--- src/rtl/spi_slave_if.sv ---
`default_nettype none
// ============================================================================
//  Module   : spi_slave_if
//  Purpose  : SPI wires plus the parallel tx/rx word signals of spi_slave.
//  Revision : 1.0 - initial release
// ============================================================================
interface spi_slave_if #(
   parameter int M = 9
);
   logic         SCLK;
   logic         MOSI;
   logic         LOAD;
   logic         MISO;
   logic [M-1:0] tx_data;
   logic         tx_ack;
   logic [M-1:0] rx_data;
   logic         rx_valid;
   logic         frame_err;
   logic         busy;

   modport slave (
      input  SCLK, MOSI, LOAD, tx_data,
      output MISO, tx_ack, rx_data, rx_valid, frame_err, busy
   );

   modport master (
      output SCLK, MOSI, LOAD, tx_data,
      input  MISO, tx_ack, rx_data, rx_valid, frame_err, busy
   );
endinterface
`default_nettype wire

--- src/rtl/spi_slave.sv ---
`default_nettype none
// ============================================================================
//  Module   : spi_slave
//  Purpose  : Oversampled SPI slave; receives and transmits M-bit MSB-first frames.
//  Revision : 1.0 - initial release
// ============================================================================
module spi_slave #(
   parameter int M    = 9,
   parameter int SYNC = 2
) (
   input  wire logic  clk,
   input  wire logic  rst,
   spi_slave_if.slave bus
);
   localparam int            CW     = $clog2(M + 1);
   localparam logic [CW-1:0] c_FULL = CW'(M);

   typedef enum logic [0:0] {S_IDLE = 1'b0, S_ACTIVE = 1'b1} state_t;

   logic [SYNC-1:0] r_sclk_sync, r_mosi_sync, r_load_sync, r_arm_pipe;
   logic            r_sclk_prev, r_load_prev, r_armed;
   logic            w_sclk_s, w_mosi_s, w_load_s;
   logic            w_sclk_rise, w_sclk_fall, w_load_rise, w_load_fall;

   state_t          r_state, w_state_nxt;
   logic [M-1:0]    r_tx_sh, w_tx_sh_nxt;
   logic [M-1:0]    r_rx_sh, w_rx_sh_nxt;
   logic [M-1:0]    r_rx_data, w_rx_data_nxt;
   logic [CW-1:0]   r_bit_cnt, w_bit_cnt_nxt;
   logic            r_overflow, w_overflow_nxt;
   logic            r_tx_ack, w_tx_ack_nxt;
   logic            r_rx_valid, w_rx_valid_nxt;
   logic            r_frame_err, w_frame_err_nxt;

   assign w_sclk_s    = r_sclk_sync[SYNC-1];
   assign w_mosi_s    = r_mosi_sync[SYNC-1];
   assign w_load_s    = r_load_sync[SYNC-1];
   assign w_sclk_rise =  w_sclk_s & ~r_sclk_prev;
   assign w_sclk_fall = ~w_sclk_s &  r_sclk_prev;
   assign w_load_rise =  w_load_s & ~r_load_prev;
   assign w_load_fall = ~w_load_s &  r_load_prev;

   // r_arm_pipe tracks when the LOAD chain holds real pin samples instead of
   // reset values; a frame is only joined after LOAD has been seen idle.
   always_ff @(posedge clk) begin
      if (rst) begin
         r_sclk_sync <= '0;
         r_mosi_sync <= '0;
         r_load_sync <= '1;
         r_sclk_prev <= 1'b0;
         r_load_prev <= 1'b1;
         r_arm_pipe  <= '0;
         r_armed     <= 1'b0;
      end else begin
         r_sclk_sync <= {r_sclk_sync[SYNC-2:0], bus.SCLK};
         r_mosi_sync <= {r_mosi_sync[SYNC-2:0], bus.MOSI};
         r_load_sync <= {r_load_sync[SYNC-2:0], bus.LOAD};
         r_sclk_prev <= w_sclk_s;
         r_load_prev <= w_load_s;
         r_arm_pipe  <= {r_arm_pipe[SYNC-2:0], 1'b1};
         if (r_arm_pipe[SYNC-1] && w_load_s) begin
            r_armed <= 1'b1;
         end
      end
   end

   always_ff @(posedge clk) begin
      if (rst) begin
         r_state     <= S_IDLE;
         r_tx_sh     <= '0;
         r_rx_sh     <= '0;
         r_rx_data   <= '0;
         r_bit_cnt   <= '0;
         r_overflow  <= 1'b0;
         r_tx_ack    <= 1'b0;
         r_rx_valid  <= 1'b0;
         r_frame_err <= 1'b0;
      end else begin
         r_state     <= w_state_nxt;
         r_tx_sh     <= w_tx_sh_nxt;
         r_rx_sh     <= w_rx_sh_nxt;
         r_rx_data   <= w_rx_data_nxt;
         r_bit_cnt   <= w_bit_cnt_nxt;
         r_overflow  <= w_overflow_nxt;
         r_tx_ack    <= w_tx_ack_nxt;
         r_rx_valid  <= w_rx_valid_nxt;
         r_frame_err <= w_frame_err_nxt;
      end
   end

   always_comb begin
      w_state_nxt     = r_state;
      w_tx_sh_nxt     = r_tx_sh;
      w_rx_sh_nxt     = r_rx_sh;
      w_rx_data_nxt   = r_rx_data;
      w_bit_cnt_nxt   = r_bit_cnt;
      w_overflow_nxt  = r_overflow;
      w_tx_ack_nxt    = 1'b0;
      w_rx_valid_nxt  = 1'b0;
      w_frame_err_nxt = 1'b0;
      case (r_state)
         S_IDLE: begin
            if (w_load_fall && r_armed) begin
               w_tx_sh_nxt    = bus.tx_data;
               w_tx_ack_nxt   = 1'b1;
               w_rx_sh_nxt    = '0;
               w_bit_cnt_nxt  = '0;
               w_overflow_nxt = 1'b0;
               w_state_nxt    = S_ACTIVE;
            end
         end
         S_ACTIVE: begin
            if (w_sclk_rise) begin
               w_rx_sh_nxt = {r_rx_sh[M-2:0], w_mosi_s};
               if (r_bit_cnt < c_FULL) begin
                  w_bit_cnt_nxt = r_bit_cnt + 1'b1;
               end else begin
                  w_overflow_nxt = 1'b1;
               end
            end
            // Once M bits are out the shifter freezes, so MISO holds its last bit.
            if (w_sclk_fall && (r_bit_cnt < c_FULL)) begin
               w_tx_sh_nxt = {r_tx_sh[M-2:0], 1'b0};
            end
            // Evaluated on the post-update count so a coincident last SCLK rise is counted.
            if (w_load_rise) begin
               w_state_nxt = S_IDLE;
               if ((w_bit_cnt_nxt == c_FULL) && !w_overflow_nxt) begin
                  w_rx_data_nxt  = w_rx_sh_nxt;
                  w_rx_valid_nxt = 1'b1;
               end else begin
                  w_frame_err_nxt = 1'b1;
               end
            end
         end
         default: w_state_nxt = S_IDLE;
      endcase
   end

   // MISO is the shifter MSB while a frame is active and 0 otherwise.
   assign bus.MISO      = r_tx_sh[M-1] & (r_state == S_ACTIVE);
   assign bus.tx_ack    = r_tx_ack;
   assign bus.rx_data   = r_rx_data;
   assign bus.rx_valid  = r_rx_valid;
   assign bus.frame_err = r_frame_err;
   assign bus.busy      = (r_state == S_ACTIVE);
endmodule
`default_nettype wire

--- src/flat_wrapper.sv ---
// flat-port wrapper written by rule: the top's interface ports become plain ports
module spi_slave_flat 
#(
   parameter int M    = 9,
   parameter int SYNC = 2
)
  (clk, rst, bus_SCLK, bus_MOSI, bus_LOAD, bus_tx_data, bus_MISO, bus_tx_ack, bus_rx_data, bus_rx_valid, bus_frame_err, bus_busy);
  spi_slave_if #(.M(M)) bus_i ();
  input  wire logic clk;
  input  wire logic rst;
  input wire logic [$bits(bus_i.SCLK)-1:0] bus_SCLK;
  input wire logic [$bits(bus_i.MOSI)-1:0] bus_MOSI;
  input wire logic [$bits(bus_i.LOAD)-1:0] bus_LOAD;
  input wire logic [$bits(bus_i.tx_data)-1:0] bus_tx_data;
  output wire logic [$bits(bus_i.MISO)-1:0] bus_MISO;
  output wire logic [$bits(bus_i.tx_ack)-1:0] bus_tx_ack;
  output wire logic [$bits(bus_i.rx_data)-1:0] bus_rx_data;
  output wire logic [$bits(bus_i.rx_valid)-1:0] bus_rx_valid;
  output wire logic [$bits(bus_i.frame_err)-1:0] bus_frame_err;
  output wire logic [$bits(bus_i.busy)-1:0] bus_busy;
  assign bus_i.SCLK = bus_SCLK;
  assign bus_i.MOSI = bus_MOSI;
  assign bus_i.LOAD = bus_LOAD;
  assign bus_i.tx_data = bus_tx_data;
  assign bus_MISO = bus_i.MISO;
  assign bus_tx_ack = bus_i.tx_ack;
  assign bus_rx_data = bus_i.rx_data;
  assign bus_rx_valid = bus_i.rx_valid;
  assign bus_frame_err = bus_i.frame_err;
  assign bus_busy = bus_i.busy;
  spi_slave #(.M(M), .SYNC(SYNC)) u_core (.clk(clk), .rst(rst), .bus(bus_i));
endmodule
--- config.mk ---
export PLATFORM = sky130hd
export DESIGN_NAME = spi_slave_flat
export DESIGN_NICKNAME = d
export VERILOG_FILES = /design/src/rtl/spi_slave_if.sv /design/src/rtl/spi_slave.sv /design/src/flat_wrapper.sv
export SDC_FILE = /design/constraint.sdc
export NUM_CORES = 1
export LEC_CHECK = 0
export ABC_AREA = 0
export CAP_MARGIN = 10
export CORE_MARGIN = 1.5
export CORE_UTILIZATION = 45
export CTS_CLUSTER_DIAMETER = 40
export DETAILED_ROUTE_END_ITERATION = 6
export GPL_ROUTABILITY_DRIVEN = 0
export PLACE_DENSITY = 0.77
export SETUP_SLACK_MARGIN = 0.02
export SKIP_CTS_REPAIR_TIMING = 1
export SLEW_MARGIN = 10
export SYNTH_ARGS = -nofsm -noshare
export SYNTH_HDL_FRONTEND = slang
export SYNTH_SLANG_ARGS = --single-unit
--- constraint.sdc ---
create_clock -name clk -period 1.9 [get_ports clk]
set_input_delay 0.38 -clock clk [delete_from_list [all_inputs] [get_ports clk]]
set_output_delay 0.38 -clock clk [all_outputs]
set_load 0.005 [all_outputs]
==> Yosys cells after proc, flatten, opt, wreduce, memory -nomap -nowiden <==
Index checks and enable logic that the tools add are counted.
{ "word_totals": {"regBits": 47, "input_bits": 14, "out_inout_bits": 14, "elab_cells": 64} }
{ "classes": {"addsub": 1, "order_cmp": 1, "eq_ne": 3, "mux": 22, "n_bitwise": 11, "reduce_logical": 9} }
{ "ops": {"columns": ["cell", "count"], "rows": [
  ["two-way mux 9 bit", 4],
  ["case mux 9 bit (2 select lines)", 2],
  ["two-way mux 4 bit", 4],
  ["two-way mux 1 bit", 9],
  ["case mux 4 bit (2 select lines)", 1],
  ["NOT 1 bit", 6],
  ["bitwise AND 1 bit", 5],
  ["adder 4 x 1 -> 4 bit (second input constant)", 1],
  ["equality test 4 bit (second input constant)", 1],
  ["logical AND 1 bit", 4],
  ["less-than comparator 4 bit (second input constant)", 1],
  ["case mux 1 bit (2 select lines)", 2],
  ["AND reduction 3 bit", 1],
  ["OR reduction 3 bit", 1],
  ["inequality test 2 x 1 -> 1 bit (second input constant)", 1],
  ["inequality test 2 bit (second input constant)", 1],
  ["AND reduction 2 bit", 1],
  ["OR reduction 2 bit", 1],
  ["zero test 1 bit", 1]
]} }

==> Longest topological paths before layout <==
{ "logic_depth": {"ltp_word": 7, "mapped_depth": 8} }

==> Worst setup path before layout <==
Ideal clock, no wire load.
{ "synth_timing": {"path_kind": "reg-to-reg", "startpoint": "register u_core.r_bit_cnt[0]", "endpoint": "register u_core.r_rx_data[2], in the netlist u_core.bus.rx_data[2]", "setup_ns": 0.080, "t_arrival_ns": 1.641, "required_ns": 1.820, "path_slack_ns": 0.178, "path_stages_with_launch": 9, "n_path_buf": 1, "period_less_slack_ns": 1.722, "cell_sequence": "dfxtp_1 > inv_1 > ha_1 > nand2b_1 > a21oi_2 > mux2_4 > and3_1 > buf_6 > a211oi_2"} }
{ "synth_between": {"elab_chain_cells": 7} }
{ "synth_lines": {"columns": ["item", "line", "rtl"], "rows": [
  ["start: declaration", "spi_slave.sv:29", "logic [CW-1:0] r_bit_cnt, w_bit_cnt_nxt;"],
  ["start signal: assignment", "spi_slave.sv:83", "r_bit_cnt <= w_bit_cnt_nxt;"],
  ["adder 4 x 1 -> 4 bit / less-than comparator 4 bit (equally long branches)", "spi_slave.sv:116, spi_slave.sv:115", null],
  ["two-way mux 4 bit / two-way mux 1 bit (equally long branches)", "spi_slave.sv:115", "if (r_bit_cnt < c_FULL) begin"],
  ["two-way mux 4 bit / two-way mux 1 bit (equally long branches)", "spi_slave.sv:113", "if (w_sclk_rise) begin"],
  ["two-way mux 4 bit / two-way mux 1 bit (equally long branches)", "spi_slave.sv:101", "case (r_state)"],
  ["equality test 4 bit / zero test 1 bit (equally long branches)", "spi_slave.sv:128", "if ((w_bit_cnt_nxt == c_FULL) && !w_overflow_nxt) begin"],
  ["logical AND 1 bit (*)", "spi_slave.sv:128", null],
  ["AND reduction 3 bit (no line) (*)", null, null],
  ["end signal: assignment", "spi_slave.sv:82", "r_rx_data <= w_rx_data_nxt;"],
  ["end: declaration", "spi_slave.sv:28", "logic [M-1:0] r_rx_data, w_rx_data_nxt;"]
]} }
Mark *: on every way between the ends. The rest lies on a longest branch, timed or not. The select of a mux whose other input is x is not followed.
A chain may end at the register's enable or synchronous reset.

==> Worst setup path after layout <==
Ends and elaborated chain as after synthesis.

==> impl_metrics.toml <==
[route]
vias = 1596
drt_iter0_drc = 82
antenna_left = 0
viasPerCell = 5.542
wl_per_cell_microns = 14.17
drc = 0
drt_wl_total_microns = 4080
first_pass_iters = 4

[cells_and_area]
n_antenna_cell = 0
seq_area_sq_um = 942.2
multi_input_area_sq_um = 1041
fin_util_pct = 59.09
final_layout_size_suffix_gt1_share_pct = 23.31
area_growth_pct = 26.44
nets = 251
num-fill-cells = 398
design_area_sq_um = 2555

[sta]
max_slew_margin_pct = 76.93
tns_ns = 0
max_freq_ghz = 0.5535
period_needed_ns = 1.807
finalSetupViolations = 0
fin_crit_sh_pct = 95.10
final.setup_skew_ns = 0.005775
rsz0062_at_grt = "true"
hold_violations = 0
slew_violations = 0
tightestPinTransition_ns = 0.3425

[grt]
grt.total_usage_pct = 17.36
grt_first_pass_wirelength_microns = 6782
antenna_found_initial = 0
grt_pass1_vias = 1419
top_usage_layer = "met2"
grt_overflow = 0
grt_use_met3_pct = 4.329
grt_use_met1_pct = 24.11
grt_max_degree = 36
met2_usage_pct = 26.14

[logic_synthesis]
yosysTopAreaCell = "dfxtp_1"
yosysWarnings = 0
synth_top_cell_area_share_pct = 46.56
synth.net_count = 217
synthCells = 201
synth-edff-count = 0
async_reset_ff_share_pct = 0
synth_seq_area_share_pct = 46.56
ys_seq_elements = 47
synth_ff_type = "dfxtp_1"
yosys-top-cells-area = "dfxtp_1 (47%), mux2i_1 (8.4%), a211oi_2 (5.6%)"
yosys-top-cells-count = "dfxtp_1 (47), nor2_1 (27), mux2i_1 (17)"
syn_area_sq_um = 2021
syn_area_per_cell_sq_um = 10.05
yosysMostFrequentCell = "dfxtp_1"
ys_types = 43

[clock_network]
cts.sinks = 47
ctsRootBufferMaster = "clkbuf_8"
insertion_delay_ns = 0.30
cts_buffers = 5
clk_pin_slew_ns = 0.09
htree_levels = 2
clockBufferDepth = 2
cts_tree = "built"

[power_and_ir_drop]
power_per_cell_area_nw_per_um2 = 672.3
seq_power_share_pct = 58.7
sw_frac_of_total_pct = 23.52
combPwrFrac_pct = 6.5
clkPwrFrac_pct = 34.8
vdd_drop_max_mv = 0.4728
p_int_w = 0.001314
power.net_switching_w = 0.0004040
leakagePower_nw = 0.9179

[placed_design]
placed_cell_area_sq_um = 2385
numPortBuffers = 27
dp_hpwl_microns = 2754

[worst_setup_path]
path_class = "flip-flop to flip-flop"
worstPathCellList = "inv_1, ha_2, nand2b_4, a21oi_4, mux2_4, buf_4, a31oi_1, a211oi_2"
cpPeakStageDelay_ns = 0.35
cp_max_fo = 9
startpoint_type = "flip-flop"
crit_family = "compound AO/OA/AOI/OAI gates"
cp_data_arrival_time_ns = 2.00
cp.required_ns = 2.09
slowest_stage = "dfxtp_1"
cp_num_buf_inv = 2
endpoint_kind = "flip-flop"

[job]
cap_viol_max_count = 0

[floorplan]
initial_core_util_pct = 46.73
fp.dieW_microns = 70.01
ios = 28
die_area_sq_um = 4901
chipHeight_microns = 70.01
core_sq_um = 4324
rows = 24

[outcome]
status = "completed"

[min_path]
hp-class = "flip-flop to flip-flop"
final cells by class:
class,instances,share of cell area [%]
flip-flops and latches,47,36.88
well taps,52,2.547
multi-input cells,132,40.74
clock buffers,5,2.693
inverters,8,1.175
clock inverters,3,0.7835
repair buffers,41,15.18
worst paths after layout:
check | from | cells after the start | end | slack [ns]
worst min register to register | u_core.r_load_sync[0] | 1 | u_core.r_load_sync[1] | 0.42
worst min-delay path | u_core.r_load_sync[0] | 1 | u_core.r_load_sync[1] | 0.42
worst max register to register | u_core.r_bit_cnt[0] | 8 | u_core.bus.rx_data[2] | 0.09
worst max-delay path | u_core.r_bit_cnt[0] | 8 | u_core.bus.rx_data[2] | 0.09
layout by cell type (no fill, tap or decap), types with 7 or more instances in the layout:
cell type and count:
a22oi_1 10, clkdlybuf4s50_1 27, mux2i_1 17, a211oi_2 9
a31oi_2 8, nor2_1 27, inv_1 7, buf_4 13
dfxtp_1 46, a211oi_1 8
worst register-to-register path, stage by stage (launching register included):
cell,delay (ns)
dfxtp_1,0.35
inv_1,0.11
ha_2,0.23
nand2b_4,0.08
a21oi_4,0.17
mux2_4,0.33
buf_4,0.19
a31oi_1,0.17
a211oi_2,0.06
stage by stage:
step / power (W) / instances / hold slack [ns] / worst slack, ns
final: 0.001718 / 288 / 0.4236 / 0.09317
after global routing: 0.001791 / 288 / 0.4457 / -0.003882
after CTS: 0.001738 / 287 / 0.4287 / -0.1055
after detailed placement: 0.001140 / 279 / 0.4071 / -0.06614
after global placement: 0.001137 / 279 / 0.3935 / 0.02378
after floorplan: 0.001090 / 201 / 0.3895 / 0.1784
power by group through the flow:
stage	clock (W)	sequential (W)	combinational (W)
final	0.000598	0.00101	0.000112
after floorplan	0	0.00103	0.0000614
after global routing	0.000659	0.00101	0.000123
after detailed placement	0	0.00103	0.000110
after global placement	0	0.00103	0.000108
after CTS	0.000621	0.00101	0.000110
flip-flops by register name, indices dropped and copies added (netlist names):
signal	count
u_core.r_sclk_sync	2
u_core.r_bit_cnt	4
u_core.r_arm_pipe	2
u_core.bus.rx_valid	1
u_core.r_load_prev	1
u_core.bus.rx_data	9
u_core.bus.tx_ack	1
u_core.r_armed	1
u_core.bus.frame_err	1
u_core.r_rx_sh	9
u_core.r_load_sync	2
u_core.r_mosi_sync	2
u_core.r_tx_sh	9
u_core.r_overflow	1
u_core.r_sclk_prev	1
u_core.bus.busy	1
cell families after synthesis:
family | after synthesis | synth area share [%]
compound gates | 53 | 21.42
buf+inv | 22 | 5.511
mux | 18 | 9.164
fa+ha+maj | 2 | 1.238
flops | 47 | 46.56
simple gates | 59 | 16.10
layer usage:
metal | part of all wire [%] | routed length, microns | vias up
met5 | 0 | 0 | -
met4 | 1.6 | 65 | 0
met3 | 3.8 | 155 | 6
met2 | 47 | 1909 | 38
met1 | 48 | 1950 | 754
li1 | - | - | 798
No activity file was read; power rests on OpenSTA's default activity.
